$ cat config.mk
export PLATFORM = sky130hd
export DESIGN_NAME = mem_arbiter
export DESIGN_NICKNAME = d
export VERILOG_FILES = /design/src/rtl/mem_arbiter.sv
export SDC_FILE = /design/constraint.sdc
export NUM_CORES = 1
export LEC_CHECK = 0
export ABC_AREA = 1
export CAP_MARGIN = 20
export CORE_AREA = 2 2 269 271
export CTS_BUF_LIST = sky130_fd_sc_hd__clkbuf_8 sky130_fd_sc_hd__clkbuf_16
export DETAILED_ROUTE_END_ITERATION = 8
export DIE_AREA = 0 0 271 273
export PLACE_DENSITY = 0.44
export SYNTH_ARGS = -nofsm -noshare
export SYNTH_HDL_FRONTEND = slang
export SYNTH_SLANG_ARGS = --single-unit
$ cat constraint.sdc
create_clock -name clk -period 7.1 [get_ports clk]
set_input_delay 2.13 -clock clk [delete_from_list [all_inputs] [get_ports clk]]
set_output_delay 2.13 -clock clk [all_outputs]
set_load 0.005 [all_outputs]
$ cat src/rtl/mem_arbiter.sv
// Arbiter sharing the single pmem line port between the I-cache and the D-cache.
// One line transaction is in flight at a time; the request is latched at grant and held to pmem_resp.
module mem_arbiter #(
    parameter int unsigned ADDR_WIDTH     = 16,
    parameter int unsigned LINE_WIDTH     = 128,
    parameter bit          FIXED_PRIORITY = 1'b0
) (
    input  logic                  clk,
    input  logic                  reset,

    input  logic                  icache_read,
    input  logic [ADDR_WIDTH-1:0] icache_addr,
    output logic [LINE_WIDTH-1:0] icache_rdata,
    output logic                  icache_resp,

    input  logic                  dcache_read,
    input  logic                  dcache_write,
    input  logic [ADDR_WIDTH-1:0] dcache_addr,
    input  logic [LINE_WIDTH-1:0] dcache_wdata,
    output logic [LINE_WIDTH-1:0] dcache_rdata,
    output logic                  dcache_resp,

    output logic                  pmem_read,
    output logic                  pmem_write,
    output logic [ADDR_WIDTH-1:0] pmem_addr,
    output logic [LINE_WIDTH-1:0] pmem_wdata,
    input  logic [LINE_WIDTH-1:0] pmem_rdata,
    input  logic                  pmem_resp
);

    typedef enum logic [1:0] {
        StIdle,
        StServeI,
        StServeD
    } state_e;

    typedef enum logic {
        SrcICache,
        SrcDCache
    } src_e;

    state_e                state_q, state_d;
    src_e                  last_served_q, last_served_d;
    logic                  op_write_q, op_write_d;
    logic [ADDR_WIDTH-1:0] addr_q, addr_d;
    logic [LINE_WIDTH-1:0] wdata_q, wdata_d;

    logic i_req;
    logic d_req;
    logic d_wins;

    assign i_req = icache_read;
    assign d_req = dcache_read | dcache_write;

    // D takes the port when alone, under fixed priority, or when I was served last.
    assign d_wins = d_req & (~i_req | FIXED_PRIORITY | (last_served_q == SrcICache));

    always_ff @(posedge clk or posedge reset) begin
        if (reset) begin
            state_q       <= StIdle;
            last_served_q <= SrcICache;
            op_write_q    <= 1'b0;
            addr_q        <= '0;
            wdata_q       <= '0;
        end else begin
            state_q       <= state_d;
            last_served_q <= last_served_d;
            op_write_q    <= op_write_d;
            addr_q        <= addr_d;
            wdata_q       <= wdata_d;
        end
    end

    always_comb begin
        state_d       = state_q;
        last_served_d = last_served_q;
        op_write_d    = op_write_q;
        addr_d        = addr_q;
        wdata_d       = wdata_q;

        unique case (state_q)
            StIdle: begin
                if (d_wins) begin
                    state_d       = StServeD;
                    last_served_d = SrcDCache;
                    addr_d        = dcache_addr;
                    // Read and write together is a writeback.
                    op_write_d    = dcache_write;
                    if (dcache_write) begin
                        wdata_d = dcache_wdata;
                    end
                end else if (i_req) begin
                    state_d       = StServeI;
                    last_served_d = SrcICache;
                    addr_d        = icache_addr;
                    op_write_d    = 1'b0;
                end
            end
            StServeI, StServeD: begin
                if (pmem_resp) begin
                    state_d = StIdle;
                end
            end
            default: state_d = StIdle;
        endcase
    end

    assign pmem_read  = (state_q == StServeI) | ((state_q == StServeD) & ~op_write_q);
    assign pmem_write = (state_q == StServeD) & op_write_q;
    assign pmem_addr  = addr_q;
    assign pmem_wdata = wdata_q;

    assign icache_resp  = (state_q == StServeI) & pmem_resp;
    assign dcache_resp  = (state_q == StServeD) & pmem_resp;
    assign icache_rdata = pmem_rdata;
    assign dcache_rdata = pmem_rdata;

endmodule

==> results.md <==
* Max-cap viol count at 0
* M3 GR Usage at 4.20%
* Unrepaired setup endpoints after global routing: false
* Crit path required time at 4.97 ns
* Post-synthesis sequential area ratio at 43.3%
* Vias in the first global route at 6881
* WP data arrival at 3.29 ns
* Clock Path Buffers at 2
* CTS H-tree lvls at 4
* Multi-input gate area at 2320 um2
* Final period util at ~76%
* Nets at roughly 1300
* Worst slack, placed at 1.67 ns
* Mux cell area share after synthesis at 0%
* PostCTS Resize Cnt at 0
* Status: completed
* Clock Pin Slew Worst Setup and Hold Paths at about 0.060 ns
* Layout fillers at 7900
* Worst-path maximum fanout at 3
* # IOs at 698
* Post-synthesis cell count at 1004
* Netlist cell types at 20
* Clock root buffer: clkbuf_16
* Pwr dens at roughly 400 nW/um2
* Final hold slack at 0.475 ns
* Worst vdd ir at 0.000203 V
* Tightest Pin Transition at about 1.0 ns
* Die width at 271 um
* Clock Sinks at 148
* P&R area growth vs syn at 31.3%
* Mapped Area at roughly 8500 um2
* GRT met2 Usage at a little under an eighth
* Yosys synthesis warning count at 0
* Register bit total from synthesis at 148
* M1 GR Usage at 8.82%
* I/O Buffers at 313
* Core Rows at between 90 and 100
* Synth Area in Compound Gates at 0.498%
* First-pass GRT wire length at 43800 um
* Total Wirelength at around 29000 um
* Simple-gate share of the synthesized area at 26.0%
* Starting Density at 12.0%
* Via density at 3.31
* Commonest non-fill, non-tap cell in the layout: nand2_1
* Hold path cells at 2
* Total gr overflow at 0
* First-pass DRT Iterations at 4
* Ant diodes at 0
* Commonest cells after routing, fill and taps aside: nand2_1 (315), clkdlybuf4s50_1 (312), dfrtp_1 (148)
* Cell Count, Final, Fillers Out at 1988
* Syn Nets at approximately 1300
* Worst hold path type: reg -> reg
* Crit end category: output port
* Fin crit period at 5.42 ns
* Pleak at 0.00500 uW
* Largest family of logic cells by synthesized area: buffers and inverters
* Num CTS Buffers at 17
* Routability cong. at 0.781
* Final setup margin at 1.68 ns
* GRT Resource Usage Total at roughly 8.0%
* DIE AREA at ~74000 um2
* Pin count of the biggest net entering global routing at between 70 and 80
* Adder-cell share of the synthesized area at less than 1%
* Placeable Area at 71000 um2
* Hold-fix buffers at CTS at 0
* Layout cell share with drive strength beyond 1 at under 10%
* Fmax at 184 MHz
* Post-Synth XOR/XNOR Area at 0%
* Max-slew violation count at 0
* Total setup buffers inserted after CTS at 0
* Detailed Route Iter0 Violations at 311
* Sequential cell area at 3700 um2
* Startpoint type of the worst setup path: input port
* R2r worst-path depth at 5
* Initial antenna violation count at 0
* Die Ht at approximately 270 um
* Most used routing layer: met2
* Clk Latency, worst-skew pair at between 0.4 and 0.5 ns
* Total number of vias at 6587
* DR DRC count at 0
* Reg2reg setup slack at 4.31 ns
* CTS tree: yes
* Crit Path Category: in -> out
* Syn Area/Cell at 8.51 um2
* Relative slew slack at between 30% and 40%
* Final setup violation count at 0
* WL per Instance at 14.8 um
* Max Clock Skew at 0.0109 ns
* Dpl hpwl at 20200 um
* Detail Route Antenna Nets at 0
* Setup TNS at 0 ns
* Placed instance count at between 1500 and 2000
* Hold Vio Cnt, Final at 0
[final cells by class]
class	count	area share, %
clock buffer	21	4.28
clock inverter	10	1.17
inverter	45	1.55
multi-input combinational	492	20.7
sequential	148	33.0
tap	950	10.6
timing repair buffer	322	28.7
[per-stage QoR]
| step | instance area [um2] | utilization [%] | total power [uW] |
|---|---|---|---|
| 6_report | 11200 | 15.8 | 4430 |
| 5_1_grt | 11200 | 15.8 | 4800 |
| 4_1_cts | 11200 | 15.8 | 4550 |
| 3_5_place_dp | 10600 | 14.9 | 3500 |
| 3_3_place_gp | 10600 | 14.9 | 3490 |
| 2_1_floorplan | 8550 | - | 2450 |
[synth_stat cells]
library cell	count	area, um2
nor2_4	2	22.5
nand4_2	1	12.5
o21ai_0	2	10.0
buf_1	2	7.51
a21o_1	1	7.51
nand2_4	1	11.3
clkbuf_1	18	67.6
o21ai_2	1	8.76
nand3_1	34	170
nand4_1	129	807
nand2_1	315	1180
buf_6	24	270
inv_2	2	7.51
nand2_2	2	12.5
buf_2	14	70.1
inv_1	43	161
ha_1	3	37.5
buf_4	261	1960
a21oi_4	1	16.3
dfrtp_1	148	3700
[kinds of logic (layout without fill, tap and decap cells)]
kind of cell / after synthesis / in the layout
AO/OA/AOI/OAI: 5 / 5
adder cells (fa/ha/maj): 3 / 3
buffers and inverters: 364 / 398
flip-flops: 148 / 148
AND/OR/NAND/NOR: 484 / 484
[power breakdown]
group	leakage (uW)	internal, uW	switching (uW)
clock network	0.000304	584	406
logic	0.00286	1010	964
registers	0.00183	1250	222
total	0.00500	2840	1590
[per-layer routing]
metal	share of wire, %	vias up
met4	5.7	2
li1	-	3032
met3	10	118
met5	0.19	-
met2	43	364
met1	41	3071
[path summary, 6_finish.rpt]
kind	startpoint	endpoint
min	pmem_wdata[25]	pmem_wdata[25]
min in group asynchronous	reset	pmem_wdata[60]
max reg2reg	last_served_q	pmem_wdata[84]
max	pmem_resp	dcache_resp
max in group asynchronous	reset	pmem_addr[0]
min reg2reg	pmem_wdata[25]	pmem_wdata[25]
[state kept, by name, summed over array words and instances, names as in the netlist]
signal	cells
state_q	2
last_served_q	1
pmem_wdata	128
op_write_q	1
pmem_addr	16
[worst max-delay path: stages]
cell,delay [ns]
clkdlybuf4s50_1,0.53
nand2_1,0.07
inv_1,0.06
clkdlybuf4s50_1,0.50
No activity file was read; power rests on OpenSTA's default activity.
